<file path="src/rtl/dmem_arbiter_if.sv">
// dmem_arbiter_if: bundles the three bus groups around the data-memory arbiter.
//   p_* : pipeline Memory-stage requester (request, store data, load data, done, stall)
//   h_* : host loader requester (request, grant, read-valid, read data)
//   m_* : single-port data memory (strobe, write enable, address, data)
//   busy: read in flight
// Modports:
//   slave  - the arbiter's view (serves the requesters, drives the memory)
//   master - the environment's view (requesters plus memory model)

interface dmem_arbiter_if #(
  parameter int unsigned DATA_W = 256,
  parameter int unsigned ADDR_W = 32
);

  // Pipeline requester
  logic              p_req;
  logic              p_we;
  logic [ADDR_W-1:0] p_addr;
  logic [DATA_W-1:0] p_wdata;
  logic [DATA_W-1:0] p_rdata;
  logic              p_done;
  logic              stall_o;

  // Host requester
  logic              h_req;
  logic              h_we;
  logic [ADDR_W-1:0] h_addr;
  logic [DATA_W-1:0] h_wdata;
  logic              h_gnt;
  logic              h_rvalid;
  logic [DATA_W-1:0] h_rdata;

  // Memory port
  logic              m_en;
  logic              m_we;
  logic [ADDR_W-1:0] m_addr;
  logic [DATA_W-1:0] m_wdata;
  logic [DATA_W-1:0] m_rdata;

  logic              busy;

  modport slave (
    input  p_req, p_we, p_addr, p_wdata,
    output p_rdata, p_done, stall_o,
    input  h_req, h_we, h_addr, h_wdata,
    output h_gnt, h_rvalid, h_rdata,
    output m_en, m_we, m_addr, m_wdata,
    input  m_rdata,
    output busy
  );

  modport master (
    output p_req, p_we, p_addr, p_wdata,
    input  p_rdata, p_done, stall_o,
    output h_req, h_we, h_addr, h_wdata,
    input  h_gnt, h_rvalid, h_rdata,
    input  m_en, m_we, m_addr, m_wdata,
    output m_rdata,
    input  busy
  );

endinterface

</file>
<file path="src/rtl/dmem_arbiter.sv">
// dmem_arbiter: single-port data-memory arbiter and stall controller for the SIMD pipeline.
// Shares one DATA_W-wide memory between the pipeline Memory stage (P) and a host loader (H),
// serialises their accesses and sequences the fixed memory read latency.
// Ports:
//   clk  - rising-edge clock
//   rst  - asynchronous active-low reset
//   bus  - dmem_arbiter_if.slave: P request/done/stall, H request/grant/rvalid, memory port, busy
// Behaviour summary:
//   IDLE    : the arbitration winner issues combinationally; writes complete in the issue cycle,
//             reads move to RD_WAIT with the owner latched.
//   RD_WAIT : no issue; after RD_LAT cycles the owner receives m_rdata and the FSM returns to IDLE.
//   P wins by default; H wins when P is idle or after STARVE_LIM consecutive P wins over a
//   waiting H.

module dmem_arbiter #(
  parameter int unsigned DATA_W     = 256,
  parameter int unsigned ADDR_W     = 32,
  parameter int unsigned RD_LAT     = 2,   // 1..7
  parameter int unsigned STARVE_LIM = 4    // 1..15
) (
  input logic           clk,
  input logic           rst,
  dmem_arbiter_if.slave bus
);

  typedef enum logic [0:0] {StIdle, StRdWait} state_e;
  typedef enum logic [0:0] {OwnP, OwnH}       owner_e;

  localparam logic [2:0] RdLat     = 3'(RD_LAT);
  localparam logic [3:0] StarveLim = 4'(STARVE_LIM);

  state_e     state_q, state_d;
  owner_e     owner_q, owner_d;
  logic [2:0] lat_cnt_q, lat_cnt_d;
  logic [3:0] starve_cnt_q, starve_cnt_d;

  logic p_win;
  logic h_win;
  logic rd_last;

  // Arbitration only happens in IDLE; H is forced through once P has won STARVE_LIM times in a
  // row while H was waiting.
  always_comb begin
    h_win   = (state_q == StIdle) && bus.h_req &&
              (!bus.p_req || (starve_cnt_q == StarveLim));
    p_win   = (state_q == StIdle) && bus.p_req && !h_win;
    rd_last = (state_q == StRdWait) && (lat_cnt_q == RdLat);
  end

  // State register
  always_ff @(posedge clk or negedge rst) begin
    if (!rst) begin
      state_q      <= StIdle;
      owner_q      <= OwnP;
      lat_cnt_q    <= 3'd0;
      starve_cnt_q <= 4'd0;
    end else begin
      state_q      <= state_d;
      owner_q      <= owner_d;
      lat_cnt_q    <= lat_cnt_d;
      starve_cnt_q <= starve_cnt_d;
    end
  end

  // Next-state logic
  always_comb begin
    state_d   = state_q;
    owner_d   = owner_q;
    lat_cnt_d = lat_cnt_q;
    case (state_q)
      StIdle: begin
        if (p_win && !bus.p_we) begin
          state_d   = StRdWait;
          owner_d   = OwnP;
          lat_cnt_d = 3'd1;
        end else if (h_win && !bus.h_we) begin
          state_d   = StRdWait;
          owner_d   = OwnH;
          lat_cnt_d = 3'd1;
        end
      end
      StRdWait: begin
        if (rd_last) begin
          state_d   = StIdle;
          lat_cnt_d = 3'd0;
        end else begin
          lat_cnt_d = lat_cnt_q + 3'd1;
        end
      end
      default: state_d = StIdle;
    endcase
  end

  // Starvation counter: an H grant or an absent H request clears it; otherwise each P win
  // counts. It saturates naturally because H wins as soon as it reaches the limit.
  always_comb begin
    starve_cnt_d = starve_cnt_q;
    if (h_win) begin
      starve_cnt_d = 4'd0;
    end else if (!bus.h_req) begin
      starve_cnt_d = 4'd0;
    end else if (p_win) begin
      starve_cnt_d = starve_cnt_q + 4'd1;
    end
  end

  // Outputs. Everything is qualified by rst so that all outputs, including the purely
  // combinational issue path and stall, read 0 while reset is asserted.
  logic              p_done;
  logic [ADDR_W-1:0] issue_addr;
  logic [DATA_W-1:0] issue_wdata;

  always_comb begin
    p_done       = 1'b0;
    issue_addr   = {ADDR_W{1'b0}};
    issue_wdata  = {DATA_W{1'b0}};
    bus.m_en     = 1'b0;
    bus.m_we     = 1'b0;
    bus.p_rdata  = {DATA_W{1'b0}};
    bus.h_gnt    = 1'b0;
    bus.h_rvalid = 1'b0;
    bus.h_rdata  = {DATA_W{1'b0}};
    bus.busy     = 1'b0;
    bus.stall_o  = 1'b0;
    if (rst) begin
      if (p_win) begin
        bus.m_en    = 1'b1;
        bus.m_we    = bus.p_we;
        issue_addr  = bus.p_addr;
        issue_wdata = bus.p_wdata;
        p_done      = bus.p_we;  // stores finish in the issue cycle
      end else if (h_win) begin
        bus.m_en    = 1'b1;
        bus.m_we    = bus.h_we;
        issue_addr  = bus.h_addr;
        issue_wdata = bus.h_wdata;
        bus.h_gnt   = 1'b1;
      end
      if (rd_last) begin
        if (owner_q == OwnP) begin
          p_done      = 1'b1;
          bus.p_rdata = bus.m_rdata;
        end else begin
          bus.h_rvalid = 1'b1;
          bus.h_rdata  = bus.m_rdata;
        end
      end
      bus.busy    = (state_q == StRdWait);
      // Pipeline advances on the edge that ends the p_done cycle.
      bus.stall_o = bus.p_req && !p_done;
    end
    bus.m_addr  = issue_addr;
    bus.m_wdata = issue_wdata;
    bus.p_done  = p_done;
  end

endmodule

</file>
<file path="src/flat_wrapper.sv">
// flat-port wrapper written by rule: the top's interface ports become plain ports
module dmem_arbiter_flat 
#(
  parameter int unsigned DATA_W     = 256,
  parameter int unsigned ADDR_W     = 32,
  parameter int unsigned RD_LAT     = 2,          
  parameter int unsigned STARVE_LIM = 4            
)
  (clk, rst, bus_p_req, bus_p_we, bus_p_addr, bus_p_wdata, bus_p_rdata, bus_p_done, bus_stall_o, bus_h_req, bus_h_we, bus_h_addr, bus_h_wdata, bus_h_gnt, bus_h_rvalid, bus_h_rdata, bus_m_en, bus_m_we, bus_m_addr, bus_m_wdata, bus_m_rdata, bus_busy);
  dmem_arbiter_if #(.DATA_W(DATA_W), .ADDR_W(ADDR_W)) bus_i ();
  input logic clk;
  input logic rst;
  input wire logic [$bits(bus_i.p_req)-1:0] bus_p_req;
  input wire logic [$bits(bus_i.p_we)-1:0] bus_p_we;
  input wire logic [$bits(bus_i.p_addr)-1:0] bus_p_addr;
  input wire logic [$bits(bus_i.p_wdata)-1:0] bus_p_wdata;
  output wire logic [$bits(bus_i.p_rdata)-1:0] bus_p_rdata;
  output wire logic [$bits(bus_i.p_done)-1:0] bus_p_done;
  output wire logic [$bits(bus_i.stall_o)-1:0] bus_stall_o;
  input wire logic [$bits(bus_i.h_req)-1:0] bus_h_req;
  input wire logic [$bits(bus_i.h_we)-1:0] bus_h_we;
  input wire logic [$bits(bus_i.h_addr)-1:0] bus_h_addr;
  input wire logic [$bits(bus_i.h_wdata)-1:0] bus_h_wdata;
  output wire logic [$bits(bus_i.h_gnt)-1:0] bus_h_gnt;
  output wire logic [$bits(bus_i.h_rvalid)-1:0] bus_h_rvalid;
  output wire logic [$bits(bus_i.h_rdata)-1:0] bus_h_rdata;
  output wire logic [$bits(bus_i.m_en)-1:0] bus_m_en;
  output wire logic [$bits(bus_i.m_we)-1:0] bus_m_we;
  output wire logic [$bits(bus_i.m_addr)-1:0] bus_m_addr;
  output wire logic [$bits(bus_i.m_wdata)-1:0] bus_m_wdata;
  input wire logic [$bits(bus_i.m_rdata)-1:0] bus_m_rdata;
  output wire logic [$bits(bus_i.busy)-1:0] bus_busy;
  assign bus_i.p_req = bus_p_req;
  assign bus_i.p_we = bus_p_we;
  assign bus_i.p_addr = bus_p_addr;
  assign bus_i.p_wdata = bus_p_wdata;
  assign bus_p_rdata = bus_i.p_rdata;
  assign bus_p_done = bus_i.p_done;
  assign bus_stall_o = bus_i.stall_o;
  assign bus_i.h_req = bus_h_req;
  assign bus_i.h_we = bus_h_we;
  assign bus_i.h_addr = bus_h_addr;
  assign bus_i.h_wdata = bus_h_wdata;
  assign bus_h_gnt = bus_i.h_gnt;
  assign bus_h_rvalid = bus_i.h_rvalid;
  assign bus_h_rdata = bus_i.h_rdata;
  assign bus_m_en = bus_i.m_en;
  assign bus_m_we = bus_i.m_we;
  assign bus_m_addr = bus_i.m_addr;
  assign bus_m_wdata = bus_i.m_wdata;
  assign bus_i.m_rdata = bus_m_rdata;
  assign bus_busy = bus_i.busy;
  dmem_arbiter #(.DATA_W(DATA_W), .ADDR_W(ADDR_W), .RD_LAT(RD_LAT), .STARVE_LIM(STARVE_LIM)) u_core (.clk(clk), .rst(rst), .bus(bus_i));
endmodule
</file>
<file path="config.mk">
export PLATFORM = sky130hd
export DESIGN_NAME = dmem_arbiter_flat
export DESIGN_NICKNAME = d
export VERILOG_FILES = /design/src/rtl/dmem_arbiter_if.sv /design/src/rtl/dmem_arbiter.sv /design/src/flat_wrapper.sv
export SDC_FILE = /design/constraint.sdc
export NUM_CORES = 1
export LEC_CHECK = 0
export BUFFER_PORTS_ARGS = -buffer_cell sky130_fd_sc_hd__buf_2
export CORE_AREA = 2 2 645 647
export DETAILED_ROUTE_END_ITERATION = 10
export DIE_AREA = 0 0 647 649
export GPL_TIMING_DRIVEN = 0
export SLEW_MARGIN = 20
export SYNTH_ARGS = -nofsm -noshare
export SYNTH_HDL_FRONTEND = slang
export SYNTH_SLANG_ARGS = --single-unit
</file>
<file path="constraint.sdc">
create_clock -name clk -period 1.7 [get_ports clk]
set_input_delay 0.34 -clock clk [delete_from_list [all_inputs] [get_ports clk]]
set_output_delay 0.34 -clock clk [all_outputs]
set_load 0.05 [all_outputs]
</file>
# --- After elaboration in Yosys (flattened, before gate mapping) ---
# Cells that the tools add are included.
classes:
  n_reduce_logical: 16
  n_addsub: 2
  bitwise_logic: 1
  n_eq_ne: 4
  muxes: 43
op_table:
  columns: ["op", "n"]
  rows:
  - ["two-way mux 256 bit", 9]
  - ["two-way mux 32 bit", 3]
  - ["two-way mux 1 bit", 23]
  - ["two-way mux 4 bit", 3]
  - ["two-way mux 3 bit", 3]
  - ["logical AND 1 bit", 8]
  - ["case mux 3 bit (2 select lines)", 1]
  - ["logical NOT 1 bit", 5]
  - ["adder 4 x 1 -> 4 bit (second input constant)", 1]
  - ["equality test 4 x 3 -> 1 bit (second input constant)", 1]
  - ["adder 3 x 1 -> 3 bit (second input constant)", 1]
  - ["equality test 3 x 2 -> 1 bit (second input constant)", 1]
  - ["inequality test 3 x 1 -> 1 bit (second input constant)", 1]
  - ["inequality test 3 bit (second input constant)", 1]
  - ["case mux 1 bit (2 select lines)", 1]
  - ["AND reduction 2 bit", 1]
  - ["nonzero test 2 bit", 1]
  - ["logical OR 1 bit", 1]
  - ["NOT 1 bit", 1]
word_totals:
  register_bits: 9
  out_inout_bits: 807

# --- Logic depth before layout (Yosys ltp) ---
# Gate-level depths: netlist of the first run.
logic_depth:
  word_depth: 12
  mapped_depth: 8

# --- Worst setup path before layout of the first run ---
# OpenSTA, ideal clock, no wires.
synth_timing:
  path_type: "reg-to-output"
  startpoint: "register u_core.starve_cnt_q[0]"
  endpoint: "output bus_stall_o"
  path_stages_with_launch: 6
  t_arrival_ns: 3.361
  n_path_buf: 0
  t_required_ns: 1.360
  setup_slack_ns: -2.001
  path_cell_list: "dfrtp_1 inv_1 ha_1 and3b_1 a21oi_1 a2111oi_0"
synth_between:
  elab_chain_cells: 12
synth_rtl:
  columns: ["element", "line", "rtl"]
  rows:
  - ["from (decl)", "dmem_arbiter.sv:35", "logic [3:0] starve_cnt_q, starve_cnt_d;"]
  - ["from (signal assigned)", "dmem_arbiter.sv:61", "starve_cnt_q <= starve_cnt_d;"]
  - ["equality test 4 x 3 -> 1 bit (*)", "dmem_arbiter.sv:45", "(!bus.p_req || (starve_cnt_q == StarveLim));"]
  - ["logical OR 1 bit (*)", "dmem_arbiter.sv:45", null]
  - ["logical AND 1 bit (*)", "dmem_arbiter.sv:44", "h_win = (state_q == StIdle) && bus.h_req &&"]
  - ["logical NOT 1 bit (*)", "dmem_arbiter.sv:46", "p_win = (state_q == StIdle) && bus.p_req && !h_win;"]
  - ["logical AND 1 bit (*)", "dmem_arbiter.sv:46", null]
  - ["two-way mux 1 bit (*)", "dmem_arbiter.sv:126", "if (p_win) begin"]
  - ["two-way mux 1 bit", "dmem_arbiter.sv:140", "if (owner_q == OwnP) begin"]
  - ["two-way mux 1 bit (*)", "dmem_arbiter.sv:139", "if (rd_last) begin"]
  - ["two-way mux 1 bit (*)", "dmem_arbiter.sv:125", "if (rst) begin"]
  - ["logical NOT 1 bit (*)", "dmem_arbiter.sv:150", "bus.stall_o = bus.p_req && !p_done;"]
  - ["logical AND 1 bit (*)", "dmem_arbiter.sv:150", null]
  - ["two-way mux 1 bit (*)", "dmem_arbiter.sv:125", null]
  - ["to (decl)", "flat_wrapper.sv:19", "output wire logic [$bits(bus_i.stall_o)-1:0] bus_stall_o;"]
# Mark *: on every way between the ends. The rest lies on a longest branch, timed or not. The select of a mux whose other input is x is not followed.

# --- Final worst setup path of the first run ---
layout_timing:
  startpoint: "register u_core.starve_cnt_q[1]"
  endpoint: "output bus_m_addr[21]"
layout_between:
  elab_chain_cells: 7
  elab_cells_between_ends: 8
layout_rtl:
  columns: ["element", "line", "rtl"]
  rows:
  - ["equality test 4 x 3 -> 1 bit (*)", "dmem_arbiter.sv:45", null]
  - ["logical OR 1 bit (*)", "dmem_arbiter.sv:45", null]
  - ["logical AND 1 bit (*)", "dmem_arbiter.sv:44", null]
  - ["logical NOT 1 bit", "dmem_arbiter.sv:46", null]
  - ["logical AND 1 bit", "dmem_arbiter.sv:46", null]
  - ["two-way mux 32 bit (*)", "dmem_arbiter.sv:126", null]
  - ["two-way mux 32 bit (*)", "dmem_arbiter.sv:125", null]
  - ["to (decl)", "flat_wrapper.sv:29", "output wire logic [$bits(bus_i.m_addr)-1:0] bus_m_addr;"]
# Mark *: on every way between the ends. The rest lies on a longest branch, timed or not.

==> impl_metrics.env, run 1 <==
export IMPL_status="complete, but fails checks"
export IMPL_violations="negative setup slack"
export IMPL_dp_cells=8754
export IMPL_cpMostUsedCell="buf_12"
export IMPL_regArea_sq_um=225
export IMPL_ys_async_sr_fraction=1.00
export IMPL_min_delay_path_class="input port to flip-flop"
export IMPL_crit_path_start="u_core.starve_cnt_q[1]"
export IMPL_grt_max_degree=12
export IMPL_layout_drive_gt1_share=0.697
export IMPL_hold_violations=0
export IMPL_finalCriticalPeriod_ns=2.75
export IMPL_max_slew_margin=0.649
export IMPL_p_sw_frac=0.677
export IMPL_synthXorXnorAreaFrac=0
export IMPL_final_max_slew_violation_count=0
export IMPL_powerDensity_nw_per_um2=628
export IMPL_first_pass_iters=9
export IMPL_rsz0062_at_grt="yes"
export IMPL_power_switching_mw=14.6
export IMPL_overflow=0
export IMPL_avgSynthCellArea_sq_um=5.35
export IMPL_area_delta_synth_final_pct=291
export IMPL_ir_worst_vdd_v=0.000423
export IMPL_p_int_mw=6.94
export IMPL_io_pins=1645
export IMPL_synth_edf_count=0
export IMPL_gp_congestion=1.71
export IMPL_htreeDepth=1
export IMPL_fill_cells=48200
export IMPL_path_clk_slew_ns=0.04
export IMPL_routedWlPerCell_microns=46.4
export IMPL_ys_warn_count=0
export IMPL_synth_adder_area_share=0.00572
export IMPL_r2r_start="u_core.starve_cnt_q[1]"
export IMPL_fin_ws_ns=-1.05
export IMPL_grt_pass1_vias=20800
export IMPL_fmax_mhz=363
export IMPL_synth_top_family_by_area="simple AND/OR/NAND/NOR gates"
export IMPL_clockPowerShare=0.020
export IMPL_final_cell_count_no_fill=9058
export IMPL_cts_tree="built"
export IMPL_drc=0
export IMPL_critical_path_class="flip-flop to output port"
export IMPL_route_vias_total=24200
export IMPL_leakagePower_nw=13.8
export IMPL_clock_latency_ns=0.24
export IMPL_synth_seq_cells=9
export IMPL_cp_max_fo=12
export IMPL_nNetsFinal=4177
export IMPL_hpwl_microns=392000
export IMPL_multi_input_area_sq_um=10100
export IMPL_synth_ff_type="dfrtp_1"
export IMPL_required_ns=1.36
export IMPL_seq_area_frac_synth=0.0257
export IMPL_maxCapViolCount=0
export IMPL_clock_sinks=9
export IMPL_initial_core_util=0.0212
export IMPL_cts_root_buffer="clkbuf_16"
export IMPL_via_per_inst=2.67
export IMPL_rows=236
export IMPL_muxShareOfSynthArea=0
export IMPL_post_route_util=0.0830
export IMPL_critical_path_buf_inv_count=5
export IMPL_grt_pass1_wl_microns=462000
export IMPL_combPwrFrac=0.962
export IMPL_synth_area_sq_um=8750
export IMPL_fin_crit_sh=1.62
export IMPL_critPathLaunchType="flip-flop"
export IMPL_synth_compound_area_frac=0.225
export IMPL_wl_microns=421000
export IMPL_slowest_stage="dfrtp_1"
export IMPL_cts_buffers=3
export IMPL_synthCells=1635
export IMPL_synth_simple_area_share=0.637
export IMPL_worstMarginPinSlew_ns=0.525
export IMPL_ant_nets=0
export IMPL_cp_arrival_ns=2.41
export IMPL_core_sq_um=413000
export IMPL_die_area_sq_um=420000
export IMPL_synth_cell_types=41
export IMPL_drt_iter0_drc=2675
export IMPL_hp_start="bus_p_we"
export IMPL_die_h_microns=649
export IMPL_cts_buffer_depth=2
export IMPL_power_mw=21.5
export IMPL_max_stage_delay_ns=0.38
export IMPL_seqPwrFrac=0.019
export IMPL_path_cells="inv_1 -> ha_2 -> and3b_2 -> o21ai_4 -> buf_12 -> buf_12 -> buf_2 -> o22ai_1 -> buf_6"
export IMPL_dieWidth_microns=647
export IMPL_numPortBuffers=1644
export IMPL_endpoint_kind="output port"
export IMPL_path_delay_family="buffers and inverters"
export IMPL_setup_violations=807
export IMPL_syn_nets=2477
export IMPL_antenna_found_initial=442
export IMPL_fin_skew_ns=0.00193
export IMPL_track_usage=0.191
-- metal layers --
metal	global-route usage	share of wire	up-vias
met5	0.0191	0.0041	-
met4	0.0723	0.047	172
met1	0.183	0.33	11300
met3	0.133	0.16	835
met2	0.316	0.46	2722
li1	-	-	9120
-- cells by family (layout without fill, tap and decap cells) --
logic type	count (synthesis)	count (layout)
adder cells (fa/ha/maj)	4	4
buffers and inverters	195	1894
flip-flops	9	9
other	0	250
AO/OA/AOI/OAI	308	308
AND/OR/NAND/NOR	1119	1119
-- cell usage in the layout (no fill, tap or decap), drive strengths merged, types with 2 or more instances in the layout --
cell type,Yosys,final
and2,514,514
inv,9,9
buf,76,1759
bufbuf,0,2
nand3,2,2
nand4b,2,2
o41ai,2,2
o21ai,4,4
nor3,2,2
clkbuf,110,123
a2111oi,2,2
nor2b,3,3
nand2b,5,5
ha,4,4
diode,0,250
nor2,3,3
o22ai,291,291
nor3b,2,2
nand2,581,581
dfrtp,9,9
-- registers in the layout (all words and copies together), names as in the netlist --
signal               flops
u_core.lat_cnt_q         3
u_core.owner_q           1
u_core.starve_cnt_q      4
u_core.state_q           1
-- layout make-up --
class                   instances  share of cell area
diodes                        250              0.0183
plain buffers                 186              0.0580
clock buffers                   4             0.00230
inverters                       9            0.000987
multi-input cells            1431               0.296
flip-flops and latches          9             0.00658
well taps                    5474               0.200
repair buffers               1695               0.418
-- cell usage after synthesis (2+ instances only) --
library cell | n | area, sq um
nor3b_1 | 2 | 15.0
nor2b_1 | 2 | 12.5
clkbuf_2 | 29 | 145
clkbuf_1 | 81 | 304
buf_1 | 2 | 7.51
nor3_1 | 2 | 10.0
buf_4 | 2 | 15.0
ha_1 | 4 | 50.1
o22ai_1 | 291 | 1820
o41ai_1 | 2 | 17.5
buf_6 | 11 | 124
and2_1 | 514 | 3220
nand2b_1 | 5 | 31.3
o21ai_0 | 3 | 15.0
dfrtp_1 | 9 | 225
nor2_2 | 2 | 12.5
nand3_1 | 2 | 10.0
buf_2 | 61 | 305
nand2_1 | 581 | 2180
inv_1 | 9 | 33.8
-- metrics by stage --
stage / hold WS [ns] / setup slack, ns / setup TNS, ns / cell area [sq um]
finish: 0.476 / -1.05 / -704.76 / 34200
floorplan: 0.0444 / -0.723 / -386.30 / 9720
global route: 0.479 / -1.06 / -769.71 / 34000
detailed placement: 0.295 / -2.66 / -1499.74 / 24800
CTS: 0.471 / -1.05 / -787.43 / 30500
global placement: 0.281 / -3.53 / -1643.43 / 24800
-- power groups by stage --
stage                     sequential, mW  clock [mW]  combinational [mW]
after detailed placement           0.409           0                16.5
after CTS                          0.404       0.420                19.4
after global routing               0.408       0.439                21.2
after floorplan                    0.354           0                7.93
final                              0.398       0.420                20.7
after global placement             0.399           0                16.4
-- what timing repair did --
action                                  in CTS  in global routing
pin swaps                                   14                 56
buffers inserted                            12                 12
cloned                                      11                 15
endpoints found under the setup margin     808                807
hold buffers                                 1                  0
endpoints found under the hold margin        9                  0
resized for setup                         1564                795
-- worst paths after layout --
check                                               to  slack [ns]  depth (start not counted)
worst min register to register  u_core.starve_cnt_q[3]        0.55                          2
worst max register to register     u_core.lat_cnt_q[2]        0.07                          5
worst min-delay path                    u_core.owner_q        0.48                          2
min in group asynchronous       u_core.starve_cnt_q[1]        0.67                          2
worst max-delay path                    bus_m_addr[21]       -1.05                          9
max in group asynchronous          u_core.lat_cnt_q[1]        0.68                          2
(Power assumes the default switching activity.)
==> run 2: changes to the inputs <==
--- a/config.mk
+++ b/config.mk
@@ -6,10 +6,13 @@
 export NUM_CORES = 1
 export LEC_CHECK = 0
 export BUFFER_PORTS_ARGS = -buffer_cell sky130_fd_sc_hd__buf_2
-export CORE_AREA = 2 2 645 647
+export CELL_PAD_IN_SITES_DETAIL_PLACEMENT = 0
+export CELL_PAD_IN_SITES_GLOBAL_PLACEMENT = 1
+export CORE_AREA = 2 2 640 642
 export DETAILED_ROUTE_END_ITERATION = 10
-export DIE_AREA = 0 0 647 649
+export DIE_AREA = 0 0 642 644
 export GPL_TIMING_DRIVEN = 0
+export PLACE_DENSITY_LB_ADDON = 0.1
 export SLEW_MARGIN = 20
 export SYNTH_ARGS = -nofsm -noshare
 export SYNTH_HDL_FRONTEND = slang
==> constraint.sdc (replaced) <==
create_clock -name clk -period 1.7 [get_ports clk]
set_input_delay 0.34 -clock clk [delete_from_list [all_inputs] [get_ports clk]]
set_output_delay 0.34 -clock clk [all_outputs]
set_load 0.01 [all_outputs]
==> impl_metrics.env, run 2 (synthesized netlist as in run 1, its figures left out) <==
export IMPL_min_delay_path_class="input port to flip-flop"
export IMPL_via_per_inst=2.30
export IMPL_gp_congestion=0.907
export IMPL_maxCapViolCount=0
export IMPL_grt_pass1_vias=20600
export IMPL_required_ns=1.36
export IMPL_power_mw=13.5
export IMPL_rsz0062_at_grt="yes"
export IMPL_nNetsFinal=4195
export IMPL_rows=235
export IMPL_final_max_slew_violation_count=0
export IMPL_wl_microns=278000
export IMPL_rr_worst_depth=6
export IMPL_dieWidth_microns=642
export IMPL_hold_violations=0
export IMPL_endpoint_kind="output port"
export IMPL_fin_ws_ns=-0.900
export IMPL_clock_sinks=9
export IMPL_hold_depth=2
export IMPL_die_h_microns=644
export IMPL_status="complete, but fails checks"
export IMPL_fin_crit_sh=1.53
export IMPL_finalCriticalPeriod_ns=2.60
export IMPL_max_slew_margin=0.595
export IMPL_critical_path_class="flip-flop to output port"
export IMPL_overflow=0
export IMPL_route_vias_total=20300
export IMPL_cp_max_fo=6
export IMPL_initial_core_util=0.0215
export IMPL_multi_input_area_sq_um=9390
export IMPL_regArea_sq_um=226
export IMPL_leakagePower_nw=13.5
export IMPL_drc=0
export IMPL_routedWlPerCell_microns=31.5
export IMPL_max_stage_delay_ns=0.38
export IMPL_ant_nets=0
export IMPL_largest_register_ff_count=4
export IMPL_placed_cell_area_sq_um=24800
export IMPL_path_clk_slew_ns=0.04
export IMPL_path_cells="inv_1 -> ha_2 -> and3b_2 -> o21ai_4 -> buf_12 -> buf_16 -> buf_16 -> buf_16 -> o22ai_4 -> buf_6"
export IMPL_largest_register="u_core.starve_cnt_q"
export IMPL_holdWs_ns=0.476
export IMPL_fmax_mhz=385
export IMPL_final_cell_count_no_fill=8842
export IMPL_fin_skew_ns=0.000395
export IMPL_layout_drive_gt1_share=0.679
export IMPL_drt_iter0_drc=1178
export IMPL_reg_top3="u_core.starve_cnt_q: 4 flops, u_core.lat_cnt_q: 3 flops"
export IMPL_cp_arrival_ns=2.26
export IMPL_grt_max_degree=11
export IMPL_worstMarginPinSlew_ns=0.603
export IMPL_htreeDepth=1
export IMPL_track_usage=0.128
export IMPL_cts_buffer_depth=2
export IMPL_cts_tree="built"
export IMPL_final_common_cell="buf_2"
export IMPL_first_pass_iters=5
export IMPL_cts_buffers=3
export IMPL_cts_root_buffer="clkbuf_16"
export IMPL_critical_path_buf_inv_count=6
export IMPL_critPathLaunchType="flip-flop"
export IMPL_grt_pass1_wl_microns=325000
export IMPL_ir_worst_vdd_v=0.000341
export IMPL_powerDensity_nw_per_um2=448
export IMPL_pre_cts_ws_ns=-2.69
export IMPL_path_delay_family="buffers and inverters"
export IMPL_area_delta_synth_final_pct=245
export IMPL_layout_common_cells="buf_2, nand2_1, and2_1"
export IMPL_setup_violations=811
export IMPL_violations="negative setup slack"
export IMPL_cpMostUsedCell="buf_16"
export IMPL_fill_cells=48500
export IMPL_hpwl_microns=259000
export IMPL_core_sq_um=408000
export IMPL_final_area_sq_um=30200
export IMPL_cp_depth=10
export IMPL_numPortBuffers=1644
export IMPL_slowest_stage="dfrtp_1"
export IMPL_clock_latency_ns=0.24
export IMPL_dp_cells=8730
export IMPL_io_pins=1645
export IMPL_antenna_found_initial=241
export IMPL_die_area_sq_um=413000
[run 2: changes by cell type in the layout (fill, tap and decap cells not counted), moves of 64 or more]
cell     change
o22ai_4     -64
nand2_1     +73
buf_8       -69
diode_2    -211
buf_2      +340
buf_12     -150
buf_4      -142
[run 2: report_power, final]
part | internal (mW) | switching, mW | leakage [nW]
Clock | 0.315 | 0.115 | 0.0384
Combinational | 5.32 | 7.40 | 13.4
Sequential | 0.280 | 0.111 | 0.114
[run 2: repair_timing]
item | 4_1_cts | 5_1_grt
endpoints found under the setup margin | 812 | 813
setup buffers | 31 | 8
hold buffers | 1 | 0
cloned | 26 | 4
endpoints found under the hold margin | 9 | 0
resized for setup | 1054 | 176
pin swaps | 62 | 13
[run 2: layout make-up]
class / instances / share of cell area
timing repair buffer: 1713 / 0.374
multi-input combinational: 1431 / 0.311
tap: 5451 / 0.226
buffer: 186 / 0.0742
sequential: 9 / 0.00751
antenna: 39 / 0.00323
clock buffer: 4 / 0.00261
inverter: 9 / 0.00112
[run 2: final timing paths]
kind / from / to / slack, ns
worst max-delay path: u_core.starve_cnt_q[0] / bus_m_wdata[155] / -0.90
worst min-delay path: bus_p_we / u_core.owner_q / 0.48
worst max register to register: u_core.starve_cnt_q[0] / u_core.lat_cnt_q[2] / -0.02
worst min register to register: u_core.starve_cnt_q[3] / u_core.starve_cnt_q[3] / 0.57
max in group asynchronous: rst / u_core.state_q / 0.66
min in group asynchronous: rst / u_core.starve_cnt_q[0] / 0.64
[run 2: stage by stage]
stage / setup TNS, ns / util
5_1_grt: -680.04 / 0.0739
3_3_place_gp: -1669.40 / 0.0607
6_report: -595.48 / 0.0740
3_5_place_dp: -1506.36 / 0.0608
2_1_floorplan: -93.40 / -
4_1_cts: -672.34 / 0.0721
[run 2: routing by layer]
layer | part of all wire | vias up | track usage
li1 | - | 8883 | -
met5 | 0.0026 | - | 0
met3 | 0.074 | 330 | 0.0372
met2 | 0.55 | 1213 | 0.254
met4 | 0.014 | 118 | 0.0116
met1 | 0.36 | 9805 | 0.136
==> run 3: changes to the inputs <==
--- a/config.mk
+++ b/config.mk
@@ -8,9 +8,9 @@
 export BUFFER_PORTS_ARGS = -buffer_cell sky130_fd_sc_hd__buf_2
 export CELL_PAD_IN_SITES_DETAIL_PLACEMENT = 0
 export CELL_PAD_IN_SITES_GLOBAL_PLACEMENT = 1
-export CORE_AREA = 2 2 640 642
+export CORE_AREA = 2 2 644 646
 export DETAILED_ROUTE_END_ITERATION = 10
-export DIE_AREA = 0 0 642 644
+export DIE_AREA = 0 0 646 648
 export GPL_TIMING_DRIVEN = 0
 export PLACE_DENSITY_LB_ADDON = 0.1
 export SLEW_MARGIN = 20
==> constraint.sdc (replaced) <==
create_clock -name clk -period 3.1 [get_ports clk]
set_input_delay 0.62 -clock clk [delete_from_list [all_inputs] [get_ports clk]]
set_output_delay 0.62 -clock clk [all_outputs]
set_load 0.01 [all_outputs]
==> impl_metrics.env, run 3 (synthesized netlist as in run 1, its figures left out) <==
export IMPL_status="finished, final reports clean"
export IMPL_antenna_found_initial=295
export IMPL_ir_worst_vdd_v=0.000135
export IMPL_ant_nets=0
export IMPL_leakagePower_nw=12.1
export IMPL_clock_sinks=9
export IMPL_setup_violations=0
export IMPL_cts_buffers=3
export IMPL_hpwl_microns=269000
export IMPL_track_usage=0.128
export IMPL_min_delay_path_class="input port to asynchronous set/reset pin"
export IMPL_nNetsFinal=4133
export IMPL_holdWs_ns=0.205
export IMPL_die_h_microns=648
export IMPL_layout_common_cells="buf_2, nand2_1, and2_1"
export IMPL_finalCriticalPeriod_ns=3.01
export IMPL_reg_top3="u_core.starve_cnt_q: 4 flops, u_core.lat_cnt_q: 3 flops"
export IMPL_first_pass_iters=5
export IMPL_r2r_slack_ns=1.30
export IMPL_fin_crit_sh=0.970
export IMPL_cts_buffer_depth=2
export IMPL_drt_iter0_drc=1086
export IMPL_largest_register="u_core.starve_cnt_q"
export IMPL_via_per_inst=2.27
export IMPL_maxCapViolCount=0
export IMPL_largest_register_ff_count=4
export IMPL_endpoint_kind="output port"
export IMPL_path_clk_slew_ns=0.05
export IMPL_rows=236
export IMPL_area_delta_synth_final_pct=191
export IMPL_critPathLaunchType="flip-flop"
export IMPL_grt_pass1_wl_microns=324000
export IMPL_final_max_slew_violation_count=0
export IMPL_cp_max_fo=10
export IMPL_cts_tree="built"
export IMPL_htreeDepth=1
export IMPL_gp_congestion=0.838
export IMPL_max_slew_margin=0.556
export IMPL_layout_drive_gt1_share=0.587
export IMPL_pre_cts_ws_ns=-1.53
export IMPL_overflow=0
export IMPL_dieWidth_microns=646
export IMPL_initial_core_util=0.0212
export IMPL_powerDensity_nw_per_um2=233
export IMPL_core_sq_um=412000
export IMPL_drc=0
export IMPL_fin_skew_ns=0.00459
export IMPL_cts_root_buffer="clkbuf_16"
export IMPL_power_mw=5.92
export IMPL_numPortBuffers=1644
export IMPL_critical_path_class="flip-flop to output port"
export IMPL_fmax_mhz=332
export IMPL_grt_max_degree=11
export IMPL_routedWlPerCell_microns=32.0
export IMPL_cp_arrival_ns=2.39
export IMPL_wl_microns=283000
export IMPL_final_common_cell="buf_2"
export IMPL_fin_ws_ns=0.0919
export IMPL_post_route_util=0.0618
export IMPL_io_pins=1645
export IMPL_worstMarginPinSlew_ns=0.661
export IMPL_die_area_sq_um=419000
export IMPL_required_ns=2.48
export IMPL_clock_latency_ns=0.24
export IMPL_route_vias_total=20100
export IMPL_hold_violations=0
export IMPL_grt_pass1_vias=19600
export IMPL_cts_hold_fix_buffers=0
==> run 3: path summary, 6_finish.rpt <==
path                                     endpoint  depth (start not counted)              startpoint
min reg2reg                u_core.starve_cnt_q[1]                          1  u_core.starve_cnt_q[1]
max reg2reg                        u_core.state_q                          5  u_core.starve_cnt_q[0]
min                           u_core.lat_cnt_q[1]                          1                     rst
max                              bus_p_rdata[188]                          9     u_core.lat_cnt_q[0]
min in group clk           u_core.starve_cnt_q[1]                          1  u_core.starve_cnt_q[1]
max in group asynchronous  u_core.starve_cnt_q[2]                          1                     rst
==> run 3: metal layers <==
metal | vias to the layer above | wire, microns | GRT usage
met5 | - | 1020 | 0
met4 | 166 | 4050 | 0.00841
met2 | 1203 | 151000 | 0.248
met3 | 430 | 24700 | 0.0494
met1 | 9493 | 101000 | 0.134
li1 | 8801 | - | -
==> run 3: final cells by class <==
cell class	count	area (sq um)
tap	5474	6850
timing repair buffer	1652	8570
inverter	9	33.8
clock buffer	4	78.8
fill	49400	386000
antenna	69	173
sequential	9	225
multi-input combinational	1431	8070
buffer	185	1450
==> run 3: what timing repair did <==
action / in CTS / in global routing
pin swaps: 1 / 1
buffers inserted: 5 / 0
resized for setup: 337 / 66
endpoints found under the setup margin: 807 / 290
==> run 3: report_power, final <==
group          internal [mW]  switching [mW]
Combinational           1.82            3.65
Clock                  0.173          0.0651
Sequential             0.152          0.0574
==> run 3: critical path: stages (launching register included) <==
cell and delay, ns:
dfrtp_1 0.40, inv_1 0.07, ha_2 0.24, nand4b_4 0.18
nor2_4 0.17, buf_12 0.16, buf_6 0.20, clkbuf_2 0.22
and2_1 0.26, buf_2 0.19
==> run 3: per-stage QoR <==
stage               instance area, sq um  std cells  setup TNS (ns)
floorplan                           8750       1635               0
finish                             25400       8833               0
detailed placement                 23900       8756         -553.84
global placement                   23800       8753        -1055.37
CTS                                25100       8764        -0.00718
global route                       25300       8791        -0.00507
